<file path="src/rtl/st_pkt_arbiter.sv">
// Packet-atomic round-robin arbiter feeding one Avalon-ST sink from NUM_SRC sources.
// A grant is taken on a SOP beat in IDLE and held until the granted source's EOP transfers.
module st_pkt_arbiter #(
  parameter int NUM_SRC     = 4,
  parameter int DATA_W      = 16,
  parameter int CH_W        = 2,
  parameter int ENABLE_DROP = 1
) (
  input  logic                      clk,
  input  logic                      rst,
  input  logic                      enable,
  input  logic [NUM_SRC*DATA_W-1:0] src_data,
  input  logic [NUM_SRC*2-1:0]      src_empty,
  input  logic [NUM_SRC-1:0]        src_valid,
  input  logic [NUM_SRC-1:0]        src_startofpacket,
  input  logic [NUM_SRC-1:0]        src_endofpacket,
  output logic [NUM_SRC-1:0]        src_ready,
  output logic [DATA_W-1:0]         data_out_data,
  output logic [1:0]                data_out_empty,
  output logic                      data_out_startofpacket,
  output logic                      data_out_endofpacket,
  output logic                      data_out_valid,
  input  logic                      data_out_ready,
  output logic [CH_W-1:0]           data_out_channel,
  output logic                      busy,
  output logic [15:0]               pkt_count,
  output logic [15:0]               drop_count
);

  typedef enum logic {IDLE, LOCK} state_t;

  state_t          state_reg, state_next;
  logic [CH_W-1:0] grant_reg, grant_next;
  logic [CH_W-1:0] rr_ptr_reg, rr_ptr_next;
  logic [15:0]     pkt_count_reg, pkt_count_next;
  logic [15:0]     drop_count_reg, drop_count_next;

  logic [NUM_SRC-1:0] request;
  logic [NUM_SRC-1:0] drop_beat;
  logic [CH_W-1:0]    pick;
  logic               pick_found;
  int                 off;
  int                 best_off;

  logic [DATA_W-1:0]  sel_data;
  logic [1:0]         sel_empty;
  logic               sel_valid, sel_sop, sel_eop;

  genvar gi;
  generate
    for (gi = 0; gi < NUM_SRC; gi++) begin : g_req
      assign request[gi]   = src_valid[gi] & src_startofpacket[gi];
      assign drop_beat[gi] = (ENABLE_DROP != 0) && src_valid[gi] && !src_startofpacket[gi];
    end
  endgenerate

  // Pick the requester with the smallest rotational distance from rr_ptr.
  always_comb begin
    pick       = '0;
    pick_found = |request;
    best_off   = NUM_SRC;
    off        = 0;
    for (int i = 0; i < NUM_SRC; i++) begin
      if (request[i]) begin
        off = (i >= int'(rr_ptr_reg)) ? i - int'(rr_ptr_reg) : i + NUM_SRC - int'(rr_ptr_reg);
        if (off < best_off) begin
          best_off = off;
          pick     = CH_W'(i);
        end
      end
    end
  end

  assign sel_data  = src_data[grant_reg*DATA_W +: DATA_W];
  assign sel_empty = src_empty[grant_reg*2 +: 2];
  assign sel_valid = src_valid[grant_reg];
  assign sel_sop   = src_startofpacket[grant_reg];
  assign sel_eop   = src_endofpacket[grant_reg];

  always_ff @(posedge clk) begin
    if (rst) begin
      state_reg      <= IDLE;
      grant_reg      <= '0;
      rr_ptr_reg     <= '0;
      pkt_count_reg  <= '0;
      drop_count_reg <= '0;
    end else begin
      state_reg      <= state_next;
      grant_reg      <= grant_next;
      rr_ptr_reg     <= rr_ptr_next;
      pkt_count_reg  <= pkt_count_next;
      drop_count_reg <= drop_count_next;
    end
  end

  always_comb begin
    state_next             = state_reg;
    grant_next             = grant_reg;
    rr_ptr_next            = rr_ptr_reg;
    pkt_count_next         = pkt_count_reg;
    drop_count_next        = drop_count_reg;
    src_ready              = '0;
    data_out_data          = '0;
    data_out_empty         = '0;
    data_out_startofpacket = 1'b0;
    data_out_endofpacket   = 1'b0;
    data_out_valid         = 1'b0;
    data_out_channel       = '0;
    busy                   = 1'b0;
    case (state_reg)
      IDLE: begin
        // SOP beats are never consumed here; only stray mid-packet beats are drained.
        src_ready = drop_beat;
        if ((|drop_beat) && (drop_count_reg != 16'hFFFF))
          drop_count_next = drop_count_reg + 16'd1;
        if (enable && pick_found) begin
          grant_next = pick;
          state_next = LOCK;
        end
      end
      LOCK: begin
        data_out_data          = sel_data;
        data_out_empty         = sel_empty;
        data_out_startofpacket = sel_sop;
        data_out_endofpacket   = sel_eop;
        data_out_valid         = sel_valid;
        data_out_channel       = grant_reg;
        busy                   = 1'b1;
        src_ready[grant_reg]   = data_out_ready;
        if (sel_valid && data_out_ready && sel_eop) begin
          pkt_count_next = pkt_count_reg + 16'd1;
          rr_ptr_next    = (grant_reg == CH_W'(NUM_SRC - 1)) ? '0 : grant_reg + 1'b1;
          state_next     = IDLE;
        end
      end
      default: state_next = IDLE;
    endcase
  end

  assign pkt_count  = pkt_count_reg;
  assign drop_count = drop_count_reg;

endmodule

</file>
<file path="config.mk">
export PLATFORM = sky130hd
export DESIGN_NAME = st_pkt_arbiter
export DESIGN_NICKNAME = d
export VERILOG_FILES = /design/src/rtl/st_pkt_arbiter.sv
export SDC_FILE = /design/constraint.sdc
export NUM_CORES = 1
export LEC_CHECK = 0
export ABC_AREA = 1
export CORE_MARGIN = 2
export CORE_UTILIZATION = 43
export DETAILED_ROUTE_END_ITERATION = 12
export PLACE_DENSITY = 0.95
export RECOVER_POWER = 100
export SLEW_MARGIN = 0
export SYNTH_ARGS = -nofsm -noshare
export SYNTH_HDL_FRONTEND = slang
export SYNTH_SLANG_ARGS = --single-unit
</file>
<file path="constraint.sdc">
create_clock -name clk -period 5.7 [get_ports clk]
set_clock_uncertainty 0.2 [all_clocks]
set_input_delay 0.57 -clock clk [delete_from_list [all_inputs] [get_ports clk]]
set_output_delay 0.57 -clock clk [all_outputs]
set_load 0.01 [all_outputs]
</file>
# After elaboration in Yosys (flattened, before gate mapping)
# Cells that the tools add are included.
# op_classes
shift	2
div	0
add_sub_neg	10
n_reduce_logical	18
mul	0
order_cmp	9
mux	35
bitwise	6
eq_ne	2
# op_table
op	n
$mux W32	9
$lt A32 B32 Y1	2
$shiftx A64 B7 Y16	1
$add A16 B1 Y16 const B	2
$lt A3 B32 Y1	1
$lt A32 B4 Y1 const B	1
$mux W16	1
$ne A16 B16 Y1 const B	1
$mux W2	7
$mux W1	12
$sub A3 B2 Y4 const A	3
$logic_and A1 B1 Y1	9
$pmux W4 S2	1
$reduce_or A4 Y1	2
$shiftx A8 B4 Y2	1
$bmux W1 S2	3
$reduce_and A2 Y1	3
$sub A1 B2 Y3 const A	2
$sub A2 B2 Y3 const A	2
$and A1 B1 Y1	4
$and A4 B4 Y4	1
$ge A1 B2 Y1 const A	2
$logic_not A1 Y1	4
$lt A2 B3 Y1 const B	1
7 further kinds	7
# word_totals
input_bits	88
latchBits	0
romBits	0
ramBits	0
memories	0
word_cells	87
reg_bits	37

# Depth between registers and ports, before layout
# Gate-level depths: netlist (run 1).
# logic_depth
depth_word	14
ltp_mapped	28
mapped_depth_nobuf	28

# Worst setup path before layout (run 1)
# Ideal clock, no wire load.
# synth_timing
path_kind	flip-flop to flip-flop
startpoint	register rr_ptr_reg[1]
endpoint	register grant_reg[1]
t_arrival_ns	2.696
synth_period_minus_slack_ns	3.013
stages_incl_launch_ff	29
slack_ns	2.687
setup_time_ns	0.117
path_cell_list	dfxtp_1 inv_1 ha_1 nand2_1 ha_1 inv_1 nor2_1 nand2_1 nand2_1 inv_1 nor2_1 inv_1 nor2_1 a21oi_1 ha_1 nand2_1 nand2_1 nand2_1 nand2_1 nand2_1 nand2_1 nand2_1 o21ai_0 ha_1 nand2_1 nand2_1 nand2_1 a21oi_1 nor2_1
# synth_between
elab_chain_len	14
elab_cells_between_ends	27
classes_between	add/sub (7); order compare (7); mux (13)
# synth_rtl
item	line	text
start: declaration	34	logic [CH_W-1:0] rr_ptr_reg, rr_ptr_next;
start signal: assignment	90	rr_ptr_reg <= rr_ptr_next;
$sub A3 B2 Y4 (tied with other cells)	65	off = (i >= int'(rr_ptr_reg)) ? i - int'(rr_ptr_reg) : i + NUM_SRC - int'(rr_ptr_reg);
$mux W32	65	
$lt A32 B4 Y1	66	if (off < best_off) begin
$mux W32	66	
$mux W32	64	if (request[i]) begin
$lt A32 B32 Y1	66	
$mux W32	66	
$mux W32	64	
$lt A32 B32 Y1	66	
$mux W32	66	
$mux W32	64	
$lt A3 B32 Y1	66	
$mux W2	66	
$mux W2 *	64	
end signal: assignment	89	grant_reg <= grant_next;
end: declaration	33	logic [CH_W-1:0] grant_reg, grant_next;
# Every way passes the cells marked *; elsewhere a longest branch is shown, timed or not.
# A chain may end at the register's enable or synchronous reset.

# Final worst setup path (run 1)
# layout_timing
startpoint	register grant_reg[1]
endpoint	register pkt_count_reg[15], in the netlist pkt_count[15]
# layout_between
elab_chain_len	5
elab_cells_between_ends	7
classes_between	mux (4); reduce/logical (3)
# layout_rtl
item	line	text
$bmux W1 S2	76	assign sel_valid = src_valid[grant_reg];
$mux W1 (implied by the code)	76	
$logic_and A1 B1 Y1	130	if (sel_valid && data_out_ready && sel_eop) begin
$logic_and A1 B1 Y1 *	130	
$reduce_and A2 Y1 (no line) *	n/a	
end signal: assignment	91	pkt_count_reg <= pkt_count_next;
end: declaration	35	logic [15:0] pkt_count_reg, pkt_count_next;
# Every way passes the cells marked *; elsewhere a longest branch is shown, timed or not. The select of a mux whose other input is x is not followed.

==> summary.md, run 1 <==
| Metric | Value |
|---|---|
| Final Hold Vio Count | 0 |
| Main flop type after synthesis | sky130_fd_sc_hd__dfxtp_1 |
| Setup_tns | 0 ns |
| Area of the core | 0.00635 mm^2 |
| Type of element launching the critical path | register |
| Worst skew pair latency | roughly 0.29 ns |
| Sinks on Clock Net | 37 |
| Number of instances resized during post-cts repair | 0 |
| Total die area | 0.00722 mm^2 |
| IR drop worst, VDD | between 0.2 and 0.25 mV |
| Wire per inst | 14.2 um |
| Cell with the most instances after synthesis | sky130_fd_sc_hd__nor2_1 |
| Post-synthesis instance area | between 0.002 and 0.003 mm^2 |
| Hold Path Origin | pkt_count[15] |
| Count of unresolved DRC violations after routing | 0 |
| Number of cells in the design after placement | 678 |
| Arrival time of the worst setup path | 4.34 ns |
| Final worst slack | 1.34 ns |
| Nets | 711 |
| Number of rows in the core area | 29 |
| Tightest Hold Check Type | register to register |
| Critical Path Fanout Max | 26 |
| Number of nets in the synthesized netlist | 575 |
| Post-synthesis async set-or-reset flop share | 0% |
| Vias after detailed routing | 3674 |
| Initial Util | 44.4% |
| Setup repair after global routing missed its margin | false |
| Leak Pwr | 1.93 nW |
| Final RePlAce weighted congestion | 0.923 |
| Launch point of the worst reg-to-reg path | grant_reg[1] |
| Final Non-Filler Cells | around 690 |
| Worst setup slack before clock tree synthesis | 1.88 ns |
| Share of the clock period used by the worst path | 76.5% |
| Tightest slew margin relative to the limit | 21.9% |
| Vias in the first global route | about 3.5k |
| Count of flip-flops with a built-in enable after synthesis | 0 |
| Most area-hungry cell type in the Yosys netlist | sky130_fd_sc_hd__dfxtp_1 |
| Outcome | completed |
| Number of antenna violations at the first check in global routing | 0 |
| Post-synthesis register bit count | 37 |
| Buffers inserted by post-CTS timing repair | 0 |
| P per Cell Area | roughly 170 mW/mm^2 |
| Endpoint required time on the critical path | 5.68 ns |
| Critical path startpoint | grant_reg[1] |
| Fraction of layout cells with a size suffix above 1 | 1.48% |
| First-pass GRT wire length | 15600 um |
| First-iteration detailed-routing DRC count | 133 |
| Number of buffers created by CTS | 5 |
| TritonCTS clock tree | built |
| Maximum clock frequency | ~230 MHz |
| Fraction of post-synthesis cell area in the top cell type by area | approximately a quarter |
| Final wirelength | 9770 um |
| Count of mapped cells out of synthesis | roughly 470 |
| Area contributors post-synth | sky130_fd_sc_hd__dfxtp_1, sky130_fd_sc_hd__nor2_1, sky130_fd_sc_hd__o21ai_0 |
| ANT nets after route | 0 |
| Number of I/O port buffers | 147 |
| Width of the chip | 85.0 um |
| Synth unique cells | 34 |
| Max Cap Viol | 0 |
| Die height | 85.0 um |
| Critical path class | register to register |
| Total number of yosys warnings | 0 |
| Global-route congestion overflow total | 0 |
| Buffers from clock root to sink, at most | 2 |
| Count of TritonRoute iterations in the first routing pass | 4 |
| Number of fillers in the final layout | 535 |
| Reg clk slew, reported paths | 0.07 ns |
| Post-CTS Hold Buffers | 0 |
| Final period demand of the worst path | 4.36 ns |
| Mapped Avg Cell Area | 5.97 um^2 |
| Max H-tree Level | 2 |
| Master cell of the clock root buffer | sky130_fd_sc_hd__clkbuf_8 |
| CP endpoint kind | register |
| Inserted Diodes | 0 |
| Most frequent cells after synthesis | sky130_fd_sc_hd__nor2_1, sky130_fd_sc_hd__o21ai_0, sky130_fd_sc_hd__nand2_1 |
| Final count of pins violating max slew | 0 |
| Post-detailed-route via-to-cell ratio | 5.36 |
| Global Route Usage Sum | 25.9% |
| Post-synthesis sequential area ratio | 26.3% |
| Maximum number of pins on one net before global-route repair | 49 |
| Actual slew at the worst max-slew pin | 1.16 ns |
| Total half-perimeter wirelength after legalization and detailed placement | between 7000 and 8000 um |
| Area growth syn-to-layout | 55.7% |
| Number of setup violations in the final report | 0 |
| I/O pin count | 148 |
-- cell usage in the layout (no fill, tap or decap), drive strengths merged, types with 2 or more instances in the layout --
cell,synthesis,routed
o21ai,67,67
a211oi,2,2
inv,62,61
nand3b,2,2
nor3b,2,2
dlygate4sd3,0,60
and3,2,2
nand4,4,4
nand2,63,63
a21oi,49,49
clkdlybuf4s50,0,87
nor4,2,2
nor2,104,104
nor3,17,17
clkbuf,16,7
nand3,16,16
ha,15,15
dfxtp,37,37
-- routing by layer --
layer  wire, um  vias to the layer above  share of wire [%]  GRT usage, %
met3        637                       25                6.5          4.86
met1       4020                     1683                 41          30.2
met2       4860                      154                 50          47.5
met5          0                        -                  0             0
met4        252                        0                2.6          8.37
li1           -                     1812                  -             -
-- metrics by stage --
step	power (W)	hold WS, ns	util, %	cell area (um^2)
2_1_floorplan	0.000381	0.288	-	2820
4_1_cts	0.000735	0.284	69.7	4430
3_5_place_dp	0.000502	0.271	67.9	4310
5_1_grt	0.000761	0.302	69.1	4390
6_report	0.000725	0.271	69.1	4390
3_3_place_gp	0.000495	0.256	67.9	4310
-- cells by family after synthesis --
family	count (synthesis)	share of synthesized area [%]
simple gates	212	32.4
compound gates	125	23.0
flops	37	26.3
xor+xnor	1	0.311
fa+ha+maj	15	6.66
buf+inv	82	11.3
-- final timing paths --
check | end | slack [ns] | cells past startpoint
hold reg to reg | pkt_count[15] | 0.27 | 2
hold / removal | pkt_count[15] | 0.27 | 2
setup reg to reg | pkt_count[15] | 1.34 | 9
setup / recovery | pkt_count[15] | 1.34 | 9
-- area by class of cell --
cell class	count	area (um^2)	area share, %
flip-flops and latches	37	741	16.9
clock buffers	7	86.3	1.97
multi-input cells	353	1720	39.2
clock inverters	1	30.0	0.684
well taps	77	96.3	2.20
repair buffers	148	1480	33.7
inverters	63	238	5.42
-- critical path: stages, from the launching register on --
cell	delay, ns
sky130_fd_sc_hd__dfxtp_1	0.96
sky130_fd_sc_hd__inv_1	0.64
sky130_fd_sc_hd__a32oi_1	0.37
sky130_fd_sc_hd__clkinv_1	0.12
sky130_fd_sc_hd__nor3_1	0.82
sky130_fd_sc_hd__nand4_1	0.37
sky130_fd_sc_hd__nor2_1	0.38
sky130_fd_sc_hd__nand4_1	0.15
sky130_fd_sc_hd__o21ai_0	0.18
sky130_fd_sc_hd__a21oi_1	0.06
-- power breakdown --
group | switching [W] | internal (W) | leakage, nW
Clock | 0.0000952 | 0.000143 | 0.0585
Sequential | 0.0000114 | 0.000264 | 0.299
Combinational | 0.000100 | 0.000111 | 1.57
(Power assumes the default switching activity.)
==> inputs of run 2 (changes only) <==
--- a/config.mk
+++ b/config.mk
@@ -7,9 +7,9 @@
 export LEC_CHECK = 0
 export ABC_AREA = 1
 export CORE_MARGIN = 2
-export CORE_UTILIZATION = 43
+export CORE_UTILIZATION = 36
 export DETAILED_ROUTE_END_ITERATION = 12
-export PLACE_DENSITY = 0.95
+export PLACE_DENSITY = 0.86
 export RECOVER_POWER = 100
 export SLEW_MARGIN = 0
 export SYNTH_ARGS = -nofsm -noshare
==> constraint.sdc (replaced) <==
create_clock -name clk -period 3.75 [get_ports clk]
set_clock_uncertainty 0.2 [all_clocks]
set_input_delay 0.375 -clock clk [delete_from_list [all_inputs] [get_ports clk]]
set_output_delay 0.375 -clock clk [all_outputs]
set_load 0.01 [all_outputs]
==> run 2 against run 1 <==
Compared with the run above: die area grew 18%; sequential power grew 49%; sequential share of layout area shrank 0.058 points; combinational power grew 58%; worst setup slack lost 1.0 ns; via count shrank 2.0%; cell area grew 0.51%; clock power grew 18%; first-iteration DRC count shrank 9.0%; sequential cell count is the same; critical endpoint is now grant_reg[1].
==> summary.md, run 2 (synthesized netlist as in run 1, its figures left out) <==
| Metric | Value |
|---|---|
| Number of I/O port buffers | 147 (unchanged) |
| Buffers from clock root to sink, at most | 2 (unchanged) |
| Placed instance area | 0.00436 mm^2 (+1.1%) |
| Critical Path Fanout Max | 6 (-77%) |
| Final Hold Vio Count | 0 (unchanged) |
| Final instance area | 0.00441 mm^2 (+0.51%) |
| Most common cell after layout, fill and taps aside | sky130_fd_sc_hd__nor2_1 |
| Number of rows in the core area | 32 (+10%) |
| Initial Util | 36.8% (-7.5 points) |
| Leak Pwr | 1.93 nW (about the same) |
| Maximum number of pins on one net before global-route repair | 48 (-2.0%) |
| Final count of pins violating max slew | 0 (unchanged) |
| Number of setup violations in the final report | 0 (unchanged) |
| IR drop worst, VDD | 0.254 mV (+15%) |
| Area of the core | 0.00765 mm^2 (+20%) |
| Final wirelength | 9930 um (+1.7%) |
| Fraction of layout cells with a size suffix above 1 | 2.13% (+0.65 points) |
| Critical path class | input port to register |
| Master cell of the clock root buffer | sky130_fd_sc_hd__clkbuf_8 |
| Total area of sequential cells | 742 um^2 (+0.17%) |
| Number of fillers in the final layout | 708 (+32%) |
| Reg clk slew, reported paths | 0.07 ns (about the same) |
| Tightest Hold Check Type | register to register |
| ANT nets after route | 0 (unchanged) |
| First-pass GRT wire length | 15700 um (+1.1%) |
| Total half-perimeter wirelength after legalization and detailed placement | 7540 um (+1.3%) |
| Max H-tree Level | 2 (unchanged) |
| Share of the clock period used by the worst path | 92.0% |
| Number of antenna violations at the first check in global routing | 0 (unchanged) |
| Arrival time of the worst setup path | 3.42 ns (-0.92 ns) |
| TritonCTS clock tree | built |
| Vias in the first global route | 3340 (-4.1%) |
| P per Cell Area | 232 mW/mm^2 (+41%) |
| Global-route congestion overflow total | 0 (unchanged) |
| Worst skew pair latency | 0.29 ns (about the same) |
| Buffers inserted by post-CTS timing repair | 0 (unchanged) |
| Nets | 713 (+0.28%) |
| Post-CTS Hold Buffers | 0 (unchanged) |
| Count of TritonRoute iterations in the first routing pass | 4 (unchanged) |
| Most frequent cells in the layout | sky130_fd_sc_hd__nor2_1, sky130_fd_sc_hd__clkdlybuf4s50_1, sky130_fd_sc_hd__o21ai_0 |
| Number of instances resized during post-cts repair | 0 (unchanged) |
| Inserted Diodes | 0 (unchanged) |
| First-iteration detailed-routing DRC count | 121 (-9.0%) |
| Maximum clock frequency | 290 MHz |
| Count of unresolved DRC violations after routing | 0 (unchanged) |
| Total power | 0.00103 W (+41%) |
| CP endpoint kind | register |
| Global Route Usage Sum | 22.3% (-3.6 points) |
| Final period demand of the worst path | 3.45 ns |
| Vias after detailed routing | 3602 (-2.0%) |
| Width of the chip | 92.5 um (+8.9%) |
| Max Cap Viol | 0 (unchanged) |
| Wire per inst | 13.9 um (-2.0%) |
| Outcome | completed |
| Type of element launching the critical path | input port |
| Total die area | 0.00855 mm^2 (+18%) |
| Hold slack | 0.284 ns (+0.0133 ns) |
| Number of buffers created by CTS | 5 (unchanged) |
| Tightest slew margin relative to the limit | 20.6% (-1.3 points) |
| I/O pin count | 148 (unchanged) |
| Final RePlAce weighted congestion | 0.824 (-11%) |
| Setup repair after global routing missed its margin | false |
| Setup_tns | 0 ns (unchanged) |
| Sinks on Clock Net | 37 (unchanged) |
| Area of the multi-input gates | 0.00173 mm^2 (+0.66%) |
| Endpoint required time on the critical path | 3.72 ns (-1.96 ns) |
| Die height | 92.5 um (+8.9%) |
| Post-detailed-route via-to-cell ratio | 5.06 (-5.5%) |
| Area growth syn-to-layout | 56.5% |
| Actual slew at the worst max-slew pin | 1.19 ns (+0.0266 ns) |
run 2: power breakdown:
group	switching (W)	internal, W	leakage [nW]
clock	0.000134	0.000146	0.0443
sequential	0.0000102	0.000401	0.300
combinational	0.000163	0.000170	1.59
run 2: area by class of cell:
cell class	count	share of cell area (%)
multi-input cells	353	39.2
clock buffers	7	1.96
repair buffers	150	33.7
flip-flops and latches	37	16.8
inverters	63	5.39
well taps	102	2.89
run 2: final timing paths:
kind,from,end,slack [ns],cells past startpoint
max,src_valid[0],grant_reg[1],0.30,28
min,pkt_count[15],pkt_count[15],0.28,2
max reg2reg,rr_ptr_reg[1],grant_reg[1],0.32,28
min reg2reg,pkt_count[15],pkt_count[15],0.28,2
run 2: critical path, stage by stage:
cell and delay, ns:
sky130_fd_sc_hd__clkdlybuf4s50_1 0.50, sky130_fd_sc_hd__nand2_1 0.12, sky130_fd_sc_hd__inv_1 0.07, sky130_fd_sc_hd__ha_1 0.13, sky130_fd_sc_hd__inv_1 0.04, sky130_fd_sc_hd__nor2_1 0.09, sky130_fd_sc_hd__nand2_1 0.09, sky130_fd_sc_hd__nand2_1 0.12
sky130_fd_sc_hd__inv_1 0.07, sky130_fd_sc_hd__nor2_1 0.11, sky130_fd_sc_hd__inv_1 0.08, sky130_fd_sc_hd__nor2_1 0.09, sky130_fd_sc_hd__a21oi_1 0.06, sky130_fd_sc_hd__ha_1 0.28, sky130_fd_sc_hd__nand2_1 0.07, sky130_fd_sc_hd__nand2_1 0.05
sky130_fd_sc_hd__nand2_1 0.06, sky130_fd_sc_hd__nand2_1 0.05, sky130_fd_sc_hd__nand2_1 0.06, sky130_fd_sc_hd__nand2_1 0.12, sky130_fd_sc_hd__nand2_1 0.08, sky130_fd_sc_hd__o21ai_0 0.08, sky130_fd_sc_hd__ha_1 0.28, sky130_fd_sc_hd__nand2_1 0.05
sky130_fd_sc_hd__nand2_1 0.05, sky130_fd_sc_hd__nand2_1 0.07, sky130_fd_sc_hd__a21oi_1 0.13, sky130_fd_sc_hd__nor2_1 0.05
run 2: per-stage QoR:
step / utilization [%] / std cells / worst slack (ns)
after global placement: 57.0 / 705 / 0.263
after floorplan: - / 472 / 0.737
after detailed placement: 57.0 / 705 / 0.0479
after CTS: 58.1 / 712 / 0.266
after global routing: 57.7 / 712 / 0.0460
final: 57.7 / 712 / 0.299
run 2: metal layers:
metal	vias up	GRT usage, %	part of all wire, %	routed length [um]
met3	13	5.13	7.6	751
met2	122	40.6	49	4850
li1	1817	-	-	-
met5	-	0	0	0
met1	1650	26.4	42	4220
met4	0	5.22	1.1	107
